File: config.mk
export PLATFORM = sky130hd
export DESIGN_NAME = crc16_tx_gen
export DESIGN_NICKNAME = d
export VERILOG_FILES = /design/src/rtl/crc16_tx_gen.sv
export SDC_FILE = /design/constraint.sdc
export NUM_CORES = 1
export LEC_CHECK = 0
export CORE_MARGIN = 4
export CORE_UTILIZATION = 52
export CTS_BUF_LIST = sky130_fd_sc_hd__clkbuf_16
export DETAILED_ROUTE_END_ITERATION = 12
export PLACE_DENSITY_LB_ADDON = 0.1
export REMOVE_ABC_BUFFERS = 1
export SYNTH_ARGS = -nofsm -noshare
export SYNTH_HDL_FRONTEND = slang
export SYNTH_SLANG_ARGS = --single-unit
export TNS_END_PERCENT = 10
File: constraint.sdc
create_clock -name clk -period 2.7 [get_ports clk]
set_input_delay 0.54 -clock clk [delete_from_list [all_inputs] [get_ports clk]]
set_output_delay 0.54 -clock clk [all_outputs]
set_load 0.02 [all_outputs]
File: src/rtl/crc16_tx_gen.sv
// Sequential CRC-16/USB generator for the transmit path. It folds BITS_PER_CYCLE payload bits per clock.
// Optional received-CRC checking is enabled by defining CRC16_TX_CHECK_EN.
module crc16_tx_gen #(
   parameter int DATA_BITS      = 64,
   parameter int BITS_PER_CYCLE = 1
) (
   input  logic                 clk,
   input  logic                 n_rst,
   input  logic                 start,
   input  logic [DATA_BITS-1:0] data_in,
`ifdef CRC16_TX_CHECK_EN
   input  logic [15:0]          crc_in,
   output logic                 crc_err,
`endif
   output logic [15:0]          crc16_out,
   output logic                 crc_done,
   output logic                 busy
);

   localparam int CNT_W = $clog2(DATA_BITS + 1);

   typedef enum logic [1:0] {IDLE, RUN, DONE} state_t;

   state_t               state_q, state_d;
   logic [15:0]          crc_q, crc_d;
   logic [DATA_BITS-1:0] shift_q, shift_d;
   logic [CNT_W-1:0]     cnt_q, cnt_d;
   logic [15:0]          out_q, out_d;
`ifdef CRC16_TX_CHECK_EN
   logic [15:0]          crc_in_q, crc_in_d;
   logic                 err_q, err_d;
`endif

   // Reflected form of poly 0x8005: shift right, XOR 0xA001 on feedback.
   function automatic logic [15:0] crc_fold(input logic [15:0] crc,
                                            input logic [BITS_PER_CYCLE-1:0] bits);
      logic [15:0] c;
      logic        fb;
      c = crc;
      for (int i = 0; i < BITS_PER_CYCLE; i++) begin
         fb = c[0] ^ bits[i];
         c  = c >> 1;
         if (fb) c = c ^ 16'hA001;
      end
      return c;
   endfunction

   always_comb begin
      state_d = state_q;
      crc_d   = crc_q;
      shift_d = shift_q;
      cnt_d   = cnt_q;
      out_d   = out_q;
`ifdef CRC16_TX_CHECK_EN
      crc_in_d = crc_in_q;
      err_d    = err_q;
`endif
      case (state_q)
         IDLE, DONE: begin
            if (start) begin
               shift_d = data_in;
               crc_d   = 16'hFFFF;
               cnt_d   = '0;
               state_d = RUN;
`ifdef CRC16_TX_CHECK_EN
               crc_in_d = crc_in;
               err_d    = 1'b0;
`endif
            end
         end
         RUN: begin
            crc_d   = crc_fold(crc_q, shift_q[BITS_PER_CYCLE-1:0]);
            shift_d = shift_q >> BITS_PER_CYCLE;
            cnt_d   = cnt_q + CNT_W'(BITS_PER_CYCLE);
            // Exact terminal compare; the counter never wraps.
            if (cnt_d == CNT_W'(DATA_BITS)) begin
               out_d   = ~crc_d;
               state_d = DONE;
`ifdef CRC16_TX_CHECK_EN
               err_d = (~crc_d != crc_in_q);
`endif
            end
         end
         default: state_d = IDLE;
      endcase
   end

   always_ff @(posedge clk or negedge n_rst) begin
      if (!n_rst) begin
         state_q <= IDLE;
         crc_q   <= 16'hFFFF;
         shift_q <= '0;
         cnt_q   <= '0;
         out_q   <= 16'h0000;
`ifdef CRC16_TX_CHECK_EN
         crc_in_q <= 16'h0000;
         err_q    <= 1'b0;
`endif
      end else begin
         state_q <= state_d;
         crc_q   <= crc_d;
         shift_q <= shift_d;
         cnt_q   <= cnt_d;
         out_q   <= out_d;
`ifdef CRC16_TX_CHECK_EN
         crc_in_q <= crc_in_d;
         err_q    <= err_d;
`endif
      end
   end

   assign crc16_out = out_q;
   assign crc_done  = (state_q == DONE);
   assign busy      = (state_q == RUN);
`ifdef CRC16_TX_CHECK_EN
   assign crc_err   = err_q;
`endif

endmodule

== Word level (Yosys, flattened, before mapping) ==
Cells that the tools add are included.
Storage, ports and cells
  input bits: 67
  output and inout port bits: 18
  word-level logic and storage cells: 31
  register bits: 105
Cells by class
  muxes and demuxes: 11
  bitwise logic cells: 3
  equal/unequal tests: 5
  add/subtract/negate cells: 1
  reduce and logical (&&, ||, !) cells: 6
Operators with widths (number)
  case mux 64 bit (2 select lines): 1
  two-way mux 64 bit: 1
  two-way mux 16 bit: 3
  case mux 16 bit (2 select lines): 1
  inverter 16 bit: 1
  case mux 7 bit (2 select lines): 1
  adder 7 x 1 -> 7 bit, second input constant: 1
  equality test 7 bit, second input constant: 1
  two-way mux 7 bit: 1
  AND reduction 2 bit: 3
  two-way mux 2 bit: 2
  case mux 2 bit (2 select lines): 1
  inverter 2 -> 3 bit: 1
  equality test 2 x 1 -> 1 bit, second input constant: 1
  equality test 2 bit, second input constant: 1
  zero test 2 bit: 1
  inequality test 2 x 1 -> 1 bit, second input constant: 1
  inequality test 2 bit, second input constant: 1
  nonzero test 2 bit: 1
  OR reduction 2 bit: 1
  XOR 1 bit: 1

== Longest topological paths before layout ==
  depth after elaboration: 4
  depth in mapped cells: 8
  depth with buffers taken out: 6

== Worst setup path after synthesis ==
Ideal clock, no wire load.
  kind: reg-to-reg
  from: reg cnt_q[0]
  to: reg out_q[0], in the netlist crc16_out[0]
  cell stages (with the launch flop): 7
  period minus slack after synthesis: 1.987 ns
  required time: 2.575 ns
  slack: 0.713 ns
  data arrival time: 1.862 ns
  setup time: 0.125 ns
  cells stage by stage: dfrtp_1 > ha_1 > and2_1 > a21oi_2 > o21ai_2 > a41oi_4 > mux2_2
On the way
  word-level cells in the longest chain between the ends: 3
Ends and longest elaborated chain
  from (decl): RTL line 27  | logic [CNT_W-1:0] cnt_q, cnt_d;
  from (signal assigned): RTL line 103  | cnt_q <= cnt_d;
  adder 7 x 1 -> 7 bit: RTL line 74  | cnt_d = cnt_q + CNT_W'(BITS_PER_CYCLE);
  equality test 7 bit: RTL line 76  | if (cnt_d == CNT_W'(DATA_BITS)) begin
  AND reduction 2 bit (no source line)
  to (signal assigned): RTL line 104  | out_q <= out_d;
  to (decl): RTL line 28  | logic [15:0] out_q, out_d;
Every way passes these cells.
A chain may end at the register's enable or synchronous reset.

== Final worst setup path ==
  from: reg state_q[0]
  to: out crc_done
On the way
  word-level cells in the longest chain between the ends: 1
Ends and longest elaborated chain
  from (decl): RTL line 24  | state_t state_q, state_d;
  from (signal assigned): RTL line 100  | state_q <= state_d;
  equality test 2 bit: RTL line 113  | assign crc_done = (state_q == DONE);
  to (decl): RTL line 16  | output logic crc_done,
Every way passes these cells.

==> impl_metrics.tcl <==
set metrics [dict create \
    crit_type "flip-flop to primary output" \
    synthDistinctLibCells 37 \
    antenna_found_initial 0 \
    ant_nets 0 \
    reg2reg_depth 7 \
    worst_path_largest_cell_delay_ns 0.59 \
    grt_pass1_wl_um 17100 \
    cp.arrival_ns 1.64 \
    timing.rr.end "crc16_out[8]" \
    peakVddDrop_uv 450 \
    clkPwrFrac_pct 25.2 \
    portBuffers 84 \
    max_clock_freq_mhz 459 \
    layout_commonest_cell "nand2_1" \
    cp-start-kind "flip-flop" \
    rsz0062_at_grt "false" \
    fill_cells 740 \
    hold_buffers 0 \
    min_period_over_period_pct 80.8 \
    io_pins 85 \
    setup_viol_count_final 0 \
    syn_area_sq_um 4710 \
    worstReg2RegStart "cnt_q[0]" \
    grt-ovfl-total 0 \
    drt_wl_total_um 9980 \
    core-area_sq_um 8760 \
    grtUsageTotal_pct 20.2 \
    leakage_nw 2.68 \
    critPathSlowestCell "clkdlybuf4s50_1" \
    tightest_slew_ns 0.684 \
    place.gp.congestion 0.750 \
    vias_per_cell 5.37 \
    intPower_mw 3.79 \
    synth_top_area_share_pct 47.3 \
    cp_cell_sequence "nand2b_1 > inv_1 > clkdlybuf4s50_1" \
    rows 34 \
    path_clk_slew_ns 0.07 \
    drc 0 \
    fp.dieW_um 103 \
    synth_edf_count 0 \
    yosysWarnings 0 \
    initial_core_util_pct 53.7 \
    synth_seq_cells 105 \
    p_per_area_nw_per_um2 953 \
    ys_seq_area_share_pct 56.2 \
    path_max_fanout 4 \
    cts_setup_buffers 0 \
    synthFlopType "dfrtp_1" \
    die_h_um 103 \
    final.min_clock_period_ns 2.18 \
    num_vias 3794 \
    run_status "finished clean" \
    cts-root-buf "clkbuf_16" \
    clock-sinks 105 \
    clk_latency_ns 0.34 \
    skew_ns 0.0107 \
    syn_inst 527 \
    dp_hpwl_um 6530 \
    p_sw_share_pct 33.4 \
    p_seq_share_pct 46.5 \
    drive_gt1_share_pct 9.35 \
    drv_slew 0 \
    antennaDiodeCount 0 \
    numCtsBuffers 9 \
    fp.dieArea_sq_um 10600 \
    yosysTopAreaCell "dfrtp_1" \
    switching_power_mw 1.90 \
    wl_per_cell_um 14.1 \
    hp-class "primary input to asynchronous set/reset pin" \
    comb_power_share_pct 28.3 \
    drt_pre_antenna_iters 5 \
    drt_iter0_markers 211 \
    final_hold_viol_count 0 \
    endpoint_kind "primary output" \
    reg2reg_slack_ns 0.57 \
    cts_tree "yes" \
    fin_tns_setup_ns 0 \
    maxCapViolations 0 \
    cts_resized 0 \
    areaGrowthSynthToFinish_pct 26.8 \
    final_cell_mix "159 x nand2_1, 89 x dfrtp_1, 83 x clkdlybuf4s50_1" \
    power_mw 5.69 \
    syn_area_per_cell_sq_um 8.94 \
    nets 663 \
    grt_max_degree 76 \
    cts_max_path_buffers 2 \
    synth.area.top_cells "dfrtp_1 47%, nand2_1 13%, dfstp_2 8.9%" \
    worstPathRequired_ns 2.16 \
    cts-htree-levels 3 \
    relSlewSlack_pct 54.4 \
    grt_pass1_vias 3644 \
    async_reset_ff_share_pct 100 \
]
[worst max-delay path, delay by kind of cell (launching register included)]
family | cells | cell delay, ns
buffers and inverters | 2 | 0.65
and+or+nand+nor | 1 | 0.20
DFF | 1 | 0.45
[flip-flops by register name, summed over array words and instances, names as in the netlist]
signal and cells:
cnt_q 7, crc16_out 16, crc_q 16, shift_q 64, state_q 2
[per-stage QoR]
stage / utilization [%] / instance area (sq um) / hold slack [ns] / instances / worst slack [ns]
floorplan: - / 4560 / 0.244 / 491 / -2.52
global placement: 64.3 / 5640 / 0.479 / 691 / 0.700
detailed placement: 64.3 / 5640 / 0.482 / 691 / 0.578
CTS: 68.1 / 5970 / 0.199 / 707 / 0.489
global route: 68.1 / 5970 / 0.212 / 707 / 0.456
finish: 68.1 / 5970 / 0.173 / 707 / 0.519
[logic make-up after synthesis]
group,count (synthesis),share of synthesized area [%]
buf+inv,51,4.36
fa+ha+maj,2,0.531
flops,105,56.2
mux,16,3.48
compound gates,89,12.4
xor+xnor,5,0.930
simple gates,259,22.1
[worst max path at each step]
stage | start | end | slack, ns | cells past startpoint
3_3_place_gp | cnt_q[0] | crc16_out[6] | 0.70 | 7
4_1_cts | state_q[0] | crc_done | 0.49 | 3
6_report | state_q[0] | crc_done | 0.52 | 3
3_5_place_dp | cnt_q[0] | crc16_out[8] | 0.58 | 7
2_1_floorplan | state_q[1] | crc16_out[0] | -2.52 | 6
5_1_grt | state_q[0] | crc_done | 0.46 | 3
[final cells by class]
type	count	area (sq um)	area share, %
clock buffer	9	225	3.77
clock inverter	7	110	1.84
inverter	15	56.3	0.943
multi-input combinational	371	1870	31.4
sequential	105	2650	44.3
tap	108	135	2.26
timing repair buffer	92	923	15.5
[power by group through the flow]
| stage | clock, mW | sequential [mW] | combinational, mW |
|---|---|---|---|
| after floorplan | 0 | 2.57 | 1.21 |
| after global placement | 0 | 2.64 | 1.54 |
| after detailed placement | 0 | 2.67 | 1.61 |
| after CTS | 1.46 | 2.65 | 1.63 |
| after global routing | 1.53 | 2.73 | 1.87 |
| final | 1.44 | 2.65 | 1.61 |
[metal layers]
| metal | routed length [um] | global-route usage (%) |
|---|---|---|
| met1 | 4520 | 28.7 |
| met2 | 4860 | 32.3 |
| met3 | 502 | 3.04 |
| met4 | 99 | 6.08 |
| met5 | 0 | 0 |
[synthesized netlist by cell type, types with 2 or more instances]
cell type    n
mux2_2       3
nand2_1    159
o31ai_1      2
dfrtp_1     89
clkbuf_1    25
inv_1       14
o21ai_0     12
nand3_1     14
a21oi_1      2
nor2_1      71
and3_1       2
buf_2        2
nand4_1      2
xnor2_1      2
ha_1         2
nand2b_1     4
dfstp_2     16
xor2_1       3
a31oi_1     64
mux2i_1     13
buf_1        8
and3_2       2
a22o_1       2
Power figures use the tool's default switching activity.
